File: src/rtl/reg_bank.sv
// Destination register bank: captures the shared bus into one selected register
// per cycle and applies the increment/clear micro-operations from the control unit.
module reg_bank (
  input  logic        clk,
  input  logic        rst_n,
  input  logic [15:0] busin,
  input  logic [3:0]  write_en,
  input  logic [4:0]  inc_en,
  input  logic [3:0]  clr_en,
  output logic [7:0]  ar,
  output logic [7:0]  pc,
  output logic [7:0]  dr,
  output logic [7:0]  r,
  output logic [15:0] ac,
  output logic [15:0] tr,
  output logic [7:0]  r1,
  output logic [7:0]  r2,
  output logic [7:0]  ri,
  output logic [7:0]  rj,
  output logic [7:0]  rk,
  output logic        z
);

  typedef enum logic [3:0] {
    DST_NONE = 4'd0,
    DST_AR   = 4'd1,
    DST_PC   = 4'd2,
    DST_DR   = 4'd3,
    DST_R    = 4'd4,
    DST_AC   = 4'd5,
    DST_TR   = 4'd6,
    DST_R1   = 4'd7,
    DST_R2   = 4'd8,
    DST_RI   = 4'd9,
    DST_RJ   = 4'd10,
    DST_RK   = 4'd11
  } dst_e;

  logic [7:0]  r_ar, r_pc, r_dr, r_r, r_r1, r_r2, r_ri, r_rj, r_rk;
  logic [15:0] r_ac, r_tr;
  logic [7:0]  w_ar_nxt, w_pc_nxt, w_dr_nxt, w_r_nxt, w_r1_nxt, w_r2_nxt;
  logic [7:0]  w_ri_nxt, w_rj_nxt, w_rk_nxt;
  logic [15:0] w_ac_nxt, w_tr_nxt;

  // Later assignments override earlier ones: clear > load > increment.
  always_comb begin
    w_ar_nxt = r_ar;
    w_pc_nxt = r_pc;
    w_dr_nxt = r_dr;
    w_r_nxt  = r_r;
    w_ac_nxt = r_ac;
    w_tr_nxt = r_tr;
    w_r1_nxt = r_r1;
    w_r2_nxt = r_r2;
    w_ri_nxt = r_ri;
    w_rj_nxt = r_rj;
    w_rk_nxt = r_rk;

    if (inc_en[0]) w_pc_nxt = r_pc + 8'd1;
    if (inc_en[1]) w_ri_nxt = r_ri + 8'd1;
    if (inc_en[2]) w_rj_nxt = r_rj + 8'd1;
    if (inc_en[3]) w_rk_nxt = r_rk + 8'd1;
    if (inc_en[4]) w_ac_nxt = r_ac + 16'd1;

    case (write_en)
      DST_AR:  w_ar_nxt = busin[7:0];
      DST_PC:  w_pc_nxt = busin[7:0];
      DST_DR:  w_dr_nxt = busin[7:0];
      DST_R:   w_r_nxt  = busin[7:0];
      DST_AC:  w_ac_nxt = busin;
      DST_TR:  w_tr_nxt = busin;
      DST_R1:  w_r1_nxt = busin[7:0];
      DST_R2:  w_r2_nxt = busin[7:0];
      DST_RI:  w_ri_nxt = busin[7:0];
      DST_RJ:  w_rj_nxt = busin[7:0];
      DST_RK:  w_rk_nxt = busin[7:0];
      default: ;
    endcase

    if (clr_en[0]) w_ri_nxt = '0;
    if (clr_en[1]) w_rj_nxt = '0;
    if (clr_en[2]) w_rk_nxt = '0;
    if (clr_en[3]) w_ac_nxt = '0;
  end

  always_ff @(posedge clk or negedge rst_n) begin
    if (!rst_n) begin
      r_ar <= '0;
      r_pc <= '0;
      r_dr <= '0;
      r_r  <= '0;
      r_ac <= '0;
      r_tr <= '0;
      r_r1 <= '0;
      r_r2 <= '0;
      r_ri <= '0;
      r_rj <= '0;
      r_rk <= '0;
    end else begin
      r_ar <= w_ar_nxt;
      r_pc <= w_pc_nxt;
      r_dr <= w_dr_nxt;
      r_r  <= w_r_nxt;
      r_ac <= w_ac_nxt;
      r_tr <= w_tr_nxt;
      r_r1 <= w_r1_nxt;
      r_r2 <= w_r2_nxt;
      r_ri <= w_ri_nxt;
      r_rj <= w_rj_nxt;
      r_rk <= w_rk_nxt;
    end
  end

  assign ar = r_ar;
  assign pc = r_pc;
  assign dr = r_dr;
  assign r  = r_r;
  assign ac = r_ac;
  assign tr = r_tr;
  assign r1 = r_r1;
  assign r2 = r_r2;
  assign ri = r_ri;
  assign rj = r_rj;
  assign rk = r_rk;
  assign z  = (r_ac == '0);

endmodule

File: config.mk
export PLATFORM = sky130hd
export DESIGN_NAME = reg_bank
export DESIGN_NICKNAME = d
export VERILOG_FILES = /design/src/rtl/reg_bank.sv
export SDC_FILE = /design/constraint.sdc
export NUM_CORES = 1
export LEC_CHECK = 0
export CORE_MARGIN = 2
export CORE_UTILIZATION = 45
export CTS_BUF_LIST = sky130_fd_sc_hd__clkbuf_2 sky130_fd_sc_hd__clkbuf_4 sky130_fd_sc_hd__clkbuf_8
export DETAILED_ROUTE_END_ITERATION = 10
export HOLD_SLACK_MARGIN = 0.1
export PLACE_DENSITY = 0.76
export SETUP_SLACK_MARGIN = 0.4
export SLEW_MARGIN = 20
export SYNTH_ARGS = -nofsm -noshare
export SYNTH_HDL_FRONTEND = slang
export SYNTH_SLANG_ARGS = --single-unit
File: constraint.sdc
create_clock -name clk -period 1.45 [get_ports clk]
set_clock_uncertainty 0.1 [all_clocks]
set_input_delay 0.29 -clock clk [delete_from_list [all_inputs] [get_ports clk]]
set_output_delay 0.29 -clock clk [all_outputs]
set_load 0.1 [all_outputs]
==> results of run 1 <==
[cells by family after synthesis]
logic type                 count (synthesis)  share of synthesized area
xor gates and xnor gates                  43                    0.07410
buffers and inverters                     34                    0.03520
DFF                                      104                     0.5121
muxes                                     61                     0.1339
and+or+nand+nor                          129                     0.1393
adders and majority gates                  6                    0.01477
AOI/OAI and AO/OA                         48                    0.09060
[layer usage]
layer / overflow / global-route usage
met1: 0 / 0.7728
met2: 70 / 0.9544
met3: 2 / 0.6114
met4: 99 / 0.9009
met5: 0 / 0.1741
[Yosys cell counts, drive strengths merged, types with 9 or more instances]
library cell,count
dfrtp,104
mux2,56
nor2,46
a211oi,40
nand2,27
xor2,24
buf,19
xnor2,19
nand4,17
clkbuf,12
nor3,10
and3,9
[stage by stage]
| stage | setup TNS, ns | cells |
|---|---|---|
| 3_3_place_gp | -47.05 | 738 |
| 3_5_place_dp | -53.78 | 738 |
| 2_1_floorplan | -3.751 | 425 |
| 4_1_cts | -5.899 | 823 |
[timing repair]
action / 4_1_cts
pin swaps: 61
setup buffers: 66
setup endpoints to repair: 209
cloned: 4
gates resized for setup: 131
hold endpoints to repair: 95
==> results.sh, run 1 <==
export IMPL_status="did not finish"
export IMPL_stop_stage="global routing"
export IMPL_error="[ERROR GRT-0232] Routing congestion too high. Check the congestion heatmap in the GUI."
export IMPL_cts_buffer_depth=2
export IMPL_syn_area_um2=5082
export IMPL_die_w_um=110.3
export IMPL_ys_flop_type="dfrtp_1"
export IMPL_htree_levels=3
export IMPL_synth_avg_cell_area_um2=11.96
export IMPL_ys_ff_latch=104
export IMPL_routabilityCongestion=0.8482
export IMPL_dp_hpwl_um=11550
export IMPL_dp_slack_ns=-0.6515
export IMPL_yosys_warnings=0
export IMPL_syn_inst=425
export IMPL_ys_types=36
export IMPL_yosysSeqAreaShare=0.5121
export IMPL_clockRootBuffer="clkbuf_8"
export IMPL_clock_sinks=104
export IMPL_synth_area_leader_cell="dfrtp_1"
export IMPL_ys_top_cells_by_area="dfrtp_1 (51%), mux2_2 (12%), a211oi_2 (5.9%)"
export IMPL_worst_endpoint="z"
export IMPL_grt_max_degree=45
export IMPL_gr_usage_all_layers=0.7916
export IMPL_synthArstFlopShare=1.000
export IMPL_dpl_instance_area_um2=8946
export IMPL_ios=136
export IMPL_fp_row_count=38
export IMPL_endpoint_type="output port"
export IMPL_yosysTopAreaCellShare=0.5121
export IMPL_synth_edff_count=0
export IMPL_start_util=0.4648
export IMPL_grt_ovfl_total=171
export IMPL_cts_buffers_inserted=9
export IMPL_place_port_buffers=135
export IMPL_syn_nets=462
export IMPL_antenna_found_initial=1
export IMPL_die_y_um=110.3
==> run 2, diff against run 1 <==
==> config.mk (replaced) <==
export PLATFORM = sky130hd
export DESIGN_NAME = reg_bank
export DESIGN_NICKNAME = d
export VERILOG_FILES = /design/src/rtl/reg_bank.sv
export SDC_FILE = /design/constraint.sdc
export NUM_CORES = 1
export LEC_CHECK = 0
export CORE_MARGIN = 2
export CORE_UTILIZATION = 35
export DETAILED_ROUTE_END_ITERATION = 10
export PLACE_DENSITY_LB_ADDON = 0.15
export SLEW_MARGIN = 20
export SYNTH_ARGS = -nofsm -noshare
export SYNTH_HDL_FRONTEND = slang
export SYNTH_SLANG_ARGS = --single-unit
==> constraint.sdc (replaced) <==
create_clock -name clk -period 1.9 [get_ports clk]
set_clock_uncertainty 0.1 [all_clocks]
set_input_delay 0.38 -clock clk [delete_from_list [all_inputs] [get_ports clk]]
set_output_delay 0.38 -clock clk [all_outputs]
set_load 0.1 [all_outputs]
==> run 2 against run 1 <==
Net effect: the flow now finishes, with violations (setup timing); synthesized cell count did not move; synthesized area did not move.
==> results.sh, run 2 <==
export IMPL_fin_crit_ns=2.110
export IMPL_crit_path_end_kind="output pin"
export IMPL_worstReg2RegEnd="ac[12]"
export IMPL_ys_flop_type="dfrtp_1"
export IMPL_fin_util=0.5777
export IMPL_clk_latency_ns=0.34
export IMPL_die_y_um=124.5
export IMPL_syn_inst=425
export IMPL_clock_sinks=104
export IMPL_r2r_slack_ns=0.14
export IMPL_synth_area_leader_cell="dfrtp_1"
export IMPL_synth_edff_count=0
export IMPL_path_max_fanout=2
export IMPL_firstDrtPassIters=4
export IMPL_dpl_instance_area_um2=7954
export IMPL_hp_class="input pin to async pin"
export IMPL_via_per_inst=4.912
export IMPL_dieArea_um2=15500
export IMPL_instances_no_fill=770
export IMPL_hold_slack_ns=0.4615
export IMPL_finalInstanceArea_um2=8300
export IMPL_syn_nets=462
export IMPL_drive_above_1_share=0.4932
export IMPL_start_kind="register"
export IMPL_avgRoutedWirePerCell_um=17.35
export IMPL_grtUsageMet3=0.04682
export IMPL_gr_usage_all_layers=0.1806
export IMPL_place_port_buffers=135
export IMPL_final_common_cell="buf_12"
export IMPL_cts_buffer_depth=2
export IMPL_peakVddDrop_mv=1.357
export IMPL_reg2reg_from="ac[0]"
export IMPL_worst_ep_arrival_time_ns=1.63
export IMPL_grt_pass1_vias=3919
export IMPL_max_slew_margin_rel=0.6849
export IMPL_most_common_layout_cells="buf_12 (110), dfrtp_1 (73), mux2_2 (54), nor2_1 (45), buf_4 (36)"
export IMPL_synth_most_common_cell="dfrtp_1"
export IMPL_status="finished with violations"
export IMPL_start_util=0.3537
export IMPL_syn_area_um2=5082
export IMPL_synthTopCellsByCount="dfrtp_1 (104), mux2_2 (54), nor2_1 (45)"
export IMPL_drc=0
export IMPL_violations="setup timing"
export IMPL_ios=136
export IMPL_die_w_um=124.5
export IMPL_grt_max_degree=58
export IMPL_yosysSeqAreaShare=0.5121
export IMPL_dp_cells=753
export IMPL_antennaDiodeCount=0
export IMPL_met2_usage=0.2874
export IMPL_cts_tree="done"
export IMPL_finalSetupViolCount=1
export IMPL_antenna_found_initial=0
export IMPL_vias=3782
export IMPL_dr_first_iter_drc_count=232
export IMPL_synth_avg_cell_area_um2=11.96
export IMPL_cts_buffers_inserted=9
export IMPL_final_nets=618
export IMPL_grt_use_met1=0.2408
export IMPL_antenna_left=0
export IMPL_ys_top_cells_by_area="dfrtp_1 (51%), mux2_2 (12%), a211oi_2 (5.9%)"
export IMPL_area_growth_pct=63.32
export IMPL_yosys_warnings=0
export IMPL_worst_r2r_path_depth=6
export IMPL_p_leak_nw=3.417
export IMPL_synthArstFlopShare=1.000
export IMPL_totalPowerFinal_mw=10.34
export IMPL_ys_ff_latch=104
export IMPL_critPathKind="register to output pin"
export IMPL_setup_ws_ns=-0.2098
export IMPL_final_hold_violation_count=0
export IMPL_grt_ovfl_total=0
export IMPL_postRouteWirelength_um=13360
export IMPL_crit_required_ns=1.42
export IMPL_finalCritPeriodShare=1.110
export IMPL_fmax_mhz=474.0
export IMPL_routabilityCongestion=0.7974
export IMPL_cap_viol_max_count=0
export IMPL_rsz0062_at_grt="true"
export IMPL_cts_clk_slew_worst_paths_ns=0.07
export IMPL_p_per_area_nw_per_um2=1245
export IMPL_slew_viol_final=0
export IMPL_dp_hpwl_um=9680
export IMPL_busiest_layer="met2"
export IMPL_htree_levels=3
export IMPL_fp_row_count=44
export IMPL_fp_coreArea_um2=14370
export IMPL_clockRootBuffer="clkbuf_16"
export IMPL_grt_pass1_wl_um=22100
export IMPL_tightest_slew_ns=0.4712
export IMPL_ys_types=36
export IMPL_postCtsSetupBuffers=0
export IMPL_yosysTopAreaCellShare=0.5121
-- run 2: cell counts after synthesis --
No cell type changed its count.
-- run 2: worst max path at each step --
stage,slack [ns],start,to,cells after the start
floorplan,-0.09,ac[0],z,4
global placement,-0.18,write_en[1],ri[3],6
detailed placement,-0.23,write_en[2],ri[4],6
CTS,-0.22,ac[1],z,5
global route,-0.28,ac[1],z,5
finish,-0.21,ac[1],z,5
-- run 2: cell families after synthesis --
logic type,after synthesis,synth area share
DFF,104,0.5121
muxes,61,0.1339
AOI/OAI and AO/OA,48,0.09060
adders and majority gates,6,0.01477
buffers and inverters,34,0.03520
xor gates and xnor gates,43,0.07410
and+or+nand+nor,129,0.1393
-- run 2: where the power goes --
group          switching, mW  total [mW]  internal, mW
clock network          0.789        1.78         0.996
logic                   3.47        5.43          1.96
registers              0.509        3.12          2.61
-- run 2: through the flow --
step,setup TNS (ns),setup WS (ns)
2_1_floorplan,-0.09486,-0.09486
3_3_place_gp,-9.961,-0.1850
3_5_place_dp,-12.29,-0.2253
4_1_cts,-0.2217,-0.2217
5_1_grt,-0.2848,-0.2848
6_report,-0.2098,-0.2098
-- run 2: critical path, stage by stage (launching register included) --
cell and delay [ns]:
dfrtp_4 0.49, inv_4 0.07, ha_4 0.13, nor4b_4 0.17, and4_4 0.26, buf_12 0.17
-- run 2: area by class of cell --
| cell class | count | area [um2] |
|---|---|---|
| Clock inverter | 2 | 12.51 |
| Clock buffer | 14 | 274.0 |
| Fill cell | 1171 | 6068 |
| Sequential cell | 104 | 2646 |
| Inverter | 3 | 16.27 |
| Tap cell | 184 | 230.2 |
| Timing Repair Buffer | 176 | 2773 |
| Multi-Input combinational cell | 287 | 2349 |
-- run 2: timing repair --
action | CTS | global route
hold buffers | 1 | 0
resized for setup | 7 | 5
pin swaps | 2 | 1
hold endpoints to repair | 104 | 0
endpoints found under the setup margin | 1 | 3
-- run 2: layer usage --
| metal | vias to the layer above | share of wire |
|---|---|---|
| met1 | 1870 | 0.44 |
| met3 | 12 | 0.055 |
| met4 | 0 | 0.015 |
| li1 | 1818 | - |
| met2 | 82 | 0.49 |
| met5 | - | 0 |
Power figures use the tool's default switching activity.
